$ cat config.mk
export PLATFORM = sky130hd
export DESIGN_NAME = mux_scan_ctrl
export DESIGN_NICKNAME = d
export VERILOG_FILES = /design/src/rtl/mux_scan_ctrl.sv
export SDC_FILE = /design/constraint.sdc
export NUM_CORES = 1
export LEC_CHECK = 0
export ABC_AREA = 1
export ABC_CLOCK_PERIOD_IN_PS = 1200
export CORE_MARGIN = 2
export CORE_UTILIZATION = 45
export DETAILED_ROUTE_END_ITERATION = 6
export PLACE_DENSITY = 0.75
export SLEW_MARGIN = 10
export SYNTH_ARGS = -nofsm -noshare
export SYNTH_HDL_FRONTEND = slang
export SYNTH_SLANG_ARGS = --single-unit
$ cat constraint.sdc
create_clock -name clk -period 1.2 [get_ports clk]
set_clock_uncertainty 0.05 [all_clocks]
set_input_delay 0.24 -clock clk [delete_from_list [all_inputs] [get_ports clk]]
set_output_delay 0.24 -clock clk [all_outputs]
set_load 0.01 [all_outputs]
$ cat src/rtl/mux_scan_ctrl.sv
// mux_scan_ctrl: scans a 4:1 buffer mux (mux_buf) into a 4-bit result.
// s steps 0..3. Each select value is held SETTLE_CYC+1 cycles, and y is
// sampled in the last of those cycles. The packed nibble is offered on a
// valid/ready handshake.
// Optional macro MUX_SCAN_CONT_EN: after each accepted result the scan
// restarts immediately (continuous mode) instead of returning to IDLE.
// Parameters: SETTLE_CYC in 1..15, CNT_W with 2**CNT_W > SETTLE_CYC.
module mux_scan_ctrl #(
  parameter int SETTLE_CYC = 2,
  parameter int CNT_W      = 4
) (
  input  logic       clk,
  input  logic       rst_n,
  input  logic       start,
  input  logic       y,
  output logic [1:0] s,
  output logic       busy,
  output logic [3:0] data,
  output logic       valid,
  input  logic       ready
);

  typedef enum logic [1:0] {
    IDLE   = 2'd0,
    SETTLE = 2'd1,
    SAMPLE = 2'd2,
    DONE   = 2'd3
  } state_t;

  localparam logic [CNT_W-1:0] CNT_RELOAD = CNT_W'(SETTLE_CYC - 1);
  localparam logic [CNT_W-1:0] CNT_ONE    = CNT_W'(1);
  localparam logic [CNT_W-1:0] CNT_ZERO   = CNT_W'(0);

  state_t           state_r;
  state_t           state_nxt_s;
  logic [CNT_W-1:0] cnt_r;
  logic [CNT_W-1:0] cnt_nxt_s;
  logic [1:0]       s_nxt_s;
  logic             busy_nxt_s;
  logic             valid_nxt_s;
  logic [3:0]       data_nxt_s;
  logic             handshake_s;

  assign handshake_s = valid & ready;

  // State and registered outputs; synchronous active-low reset.
  always_ff @(posedge clk) begin
    if (!rst_n) begin
      state_r <= IDLE;
      cnt_r   <= CNT_ZERO;
      s       <= 2'd0;
      busy    <= 1'b0;
      valid   <= 1'b0;
      data    <= 4'b0000;
    end else begin
      state_r <= state_nxt_s;
      cnt_r   <= cnt_nxt_s;
      s       <= s_nxt_s;
      busy    <= busy_nxt_s;
      valid   <= valid_nxt_s;
      data    <= data_nxt_s;
    end
  end

  // Next-state decode.
  always_comb begin
    state_nxt_s = state_r;
    case (state_r)
      IDLE: begin
        if (start) begin
          state_nxt_s = SETTLE;
        end else begin
          state_nxt_s = IDLE;
        end
      end
      SETTLE: begin
        if (cnt_r == CNT_ZERO) begin
          state_nxt_s = SAMPLE;
        end else begin
          state_nxt_s = SETTLE;
        end
      end
      SAMPLE: begin
        if (s == 2'd3) begin
          state_nxt_s = DONE;
        end else begin
          state_nxt_s = SETTLE;
        end
      end
      DONE: begin
        if (handshake_s) begin
`ifdef MUX_SCAN_CONT_EN
          state_nxt_s = SETTLE;
`else
          state_nxt_s = IDLE;
`endif
        end else begin
          state_nxt_s = DONE;
        end
      end
      default: state_nxt_s = IDLE;
    endcase
  end

  // Next values of the registered outputs and the settle counter.
  always_comb begin
    cnt_nxt_s   = cnt_r;
    s_nxt_s     = s;
    busy_nxt_s  = busy;
    valid_nxt_s = valid;
    data_nxt_s  = data;
    case (state_r)
      IDLE: begin
        s_nxt_s     = 2'd0;
        valid_nxt_s = 1'b0;
        if (start) begin
          busy_nxt_s = 1'b1;
          cnt_nxt_s  = CNT_RELOAD;
        end else begin
          busy_nxt_s = 1'b0;
          cnt_nxt_s  = cnt_r;
        end
      end
      SETTLE: begin
        // The counter parks at zero; the state change is what ends SETTLE.
        if (cnt_r != CNT_ZERO) begin
          cnt_nxt_s = cnt_r - CNT_ONE;
        end else begin
          cnt_nxt_s = cnt_r;
        end
      end
      SAMPLE: begin
        data_nxt_s[s] = y;
        if (s != 2'd3) begin
          s_nxt_s   = s + 2'd1;
          cnt_nxt_s = CNT_RELOAD;
        end else begin
          valid_nxt_s = 1'b1;
        end
      end
      DONE: begin
        if (handshake_s) begin
          valid_nxt_s = 1'b0;
          s_nxt_s     = 2'd0;
`ifdef MUX_SCAN_CONT_EN
          busy_nxt_s  = 1'b1;
          cnt_nxt_s   = CNT_RELOAD;
`else
          busy_nxt_s  = 1'b0;
`endif
        end else begin
          valid_nxt_s = valid;
        end
      end
      default: begin
        s_nxt_s     = 2'd0;
        busy_nxt_s  = 1'b0;
        valid_nxt_s = 1'b0;
      end
    endcase
  end

endmodule

==> qor.yml <==
status:
  status: "complete, no violations"
clock_network:
  clock-sinks: 14
  clk_pin_slew_worst_paths_ns: 0.08
  htree_levels: 1
  cts_tree: "built"
  cts_buffers: 3
  clkLatencyLatePin_ns: 0.28
  cts-root-buf: "clkbuf_4"
  clockBufferDepth: 2
route:
  drc: 0
  wl_met2_um: 809
  wl_met3_um: 47
  wl_mm: 1.696
  top_layer_used: "met4"
  wl_met1_um: 798
  ant_nets: 0
  routed_via_density: 5.000
  num_vias: 775
  first_pass_iters: 4
  wl_per_cell_um: 10.94
  drt-initial-drc-count: 16
critical_path:
  cp.required_ns: 0.91
  worstPathArrival_ns: 0.88
  path_cells: "dlygate4sd2_1"
  cp_num_buf_inv: 1
  cp-end-kind: "primary output"
  ff2ff_path_depth: 5
  max_stage_delay_ns: 0.33
  criticalPathCategory: "reg -> out"
  worst_path_max_delay_cell: "dfxtp_1"
  critPathTopFamily: "flip-flops"
  crit_cells: 1
  cp-start-kind: "flip-flop"
  cp_max_fo: 2
floorplanning:
  die_h_um: 44.88
  pin_count: 13
  num_rows: 14
  fp.dieW_um: 44.88
  die_area_mm2: 0.002014
  core_area_mm2: 0.001541
  start_util: 0.4878
synthesis:
  yosysWarnings: 0
  synth_cell_types: 19
  ys_ff_latch: 14
  avgSynthCellArea_um2: 6.775
  synth.net_count: 121
  synthCells: 111
  synth_area_um2: 752.0
  seq_area_frac_synth: 0.3727
final_layout:
  nets: 151
  postLayoutCoreUtil: 0.7062
  num_antenna_cells: 0
  drive_above_1_share: 0.3525
  areaGrowthSynthToFinish_pct: 44.76
  area.sequential_um2: 297.8
  fill_cells: 122
  multi_input_area_um2: 484.2
power_and_ir_drop:
  ir_drop_uv: 1095
  powerDensity_mw_per_mm2: 1053
  pwr-share-clk: 0.233
  power.internal_w: 0.0007759
  pwr-share-comb: 0.308
  power_w: 0.001146
  power_frac_seq: 0.458
  switchingPower_w: 0.0003704
  switching_share: 0.3231
  p_leak_nw: 0.4936
placed_design:
  io_buffers: 12
  pre_cts_ws_ns: -0.1754
  gp_congestion: 0.8089
  hpwl_mm: 1.209
timing:
  finalMaxSlewViolations: 0
  max_slew_margin: 0.8127
  period_needed_ns: 1.168
  min_period_over_period: 0.9731
  report.final.setup_viol: 0
  setup_slack_ns: 0.03229
  max_freq_ghz: 0.8564
  rsz0062_at_grt: "yes"
  tightest_slew_ns: 0.2799
  hold_violations: 0
global_routing:
  grt_max_degree: 8
  overflow: 0
  first_global_vias: 667
  antenna_found_initial: 0
  grt_usage: 0.1830
  grt_pass1_wl_mm: 2.691
worst_hold_path:
  holdPathStages: 2
  hp-class: "reg -> reg"
job:
  cap_violations: 0
-- layout by cell type (no fill, tap or decap), drive strengths merged --
cell type / instances
clkdlybuf4s15: 3
a31oi: 1
o21bai: 1
a21oi: 7
or2: 1
buf: 14
clkbuf: 7
nand2: 32
clkdlybuf4s50: 4
o21ai: 4
inv: 14
dfxtp: 14
nor3: 1
ha: 5
nor2: 17
dlygate4sd2: 1
nand3: 13
-- logic make-up (layout without fill, tap and decap cells) --
kind of cell,count (synthesis),in the layout,share of synthesized area
flops,14,14,0.3727
simple gates,64,64,0.3727
fa+ha+maj,5,5,0.08319
buf+inv,15,43,0.07487
compound gates,13,13,0.09652
-- path summary, 6_finish.rpt --
path              start       end  slack (ns)
max             data[0]   data[0]        0.03
min             data[2]   data[2]        0.41
max reg2reg  state_r[0]  cnt_r[1]        0.04
min reg2reg     data[2]   data[2]        0.41
-- repair_timing --
action                     CTS  global route
setup endpoints to repair   14            16
hold buffers                 0             0
buffers inserted             0             1
hold endpoints to repair     0             0
pin swaps                    3             8
resized for setup           19            31
-- synth_stat cells, drive strengths merged --
library cell  number  share of area
dfxtp             14           0.37
nor2              17          0.098
clkbuf             1         0.0050
nand3             13          0.093
nand2             32           0.17
inv               14          0.070
nor3               1         0.0066
o21ai              4          0.027
a31oi              1         0.0083
a21oi              7          0.052
o21bai             1          0.010
ha                 5          0.083
or2                1         0.0083
-- power groups by stage --
stage / clock [W] / combinational [W] / sequential [W]
2_1_floorplan: 0 / 0.000182 / 0.000536
3_3_place_gp: 0 / 0.000302 / 0.000530
3_5_place_dp: 0 / 0.000307 / 0.000531
4_1_cts: 0.000279 / 0.000311 / 0.000521
5_1_grt: 0.000287 / 0.000397 / 0.000531
6_report: 0.000267 / 0.000353 / 0.000526
-- flip-flops by register name (all words and copies together) (netlist names) --
signal / cells
s: 2
busy: 1
cnt_r: 4
valid: 1
state_r: 2
data: 4
-- layout make-up --
class	instances	share of cell area
clock buffer	3	0.02069
sequential	14	0.2736
multi-input combinational	82	0.4448
timing repair buffer	26	0.1874
inverter	14	0.05517
tap	16	0.01839
-- layer usage --
| metal | up-vias | global-route usage |
|---|---|---|
| li1 | 413 | - |
| met1 | 347 | 0.2289 |
| met2 | 10 | 0.2986 |
| met3 | 5 | 0.02800 |
| met4 | 0 | 0.1059 |
| met5 | - | 0 |
-- through the flow --
stage | setup TNS [ns] | std cells | cell area, um2 | hold WS, ns
finish | 0 | 155 | 1089 | 0.4133
global route | -0.09025 | 155 | 1089 | 0.4487
CTS | 0 | 154 | 1018 | 0.4148
detailed placement | -1.333 | 151 | 985.9 | 0.4028
global placement | -1.206 | 151 | 985.9 | 0.3952
floorplan | 0 | 111 | 752.0 | 0.3249
No activity file was read; power rests on OpenSTA's default activity.
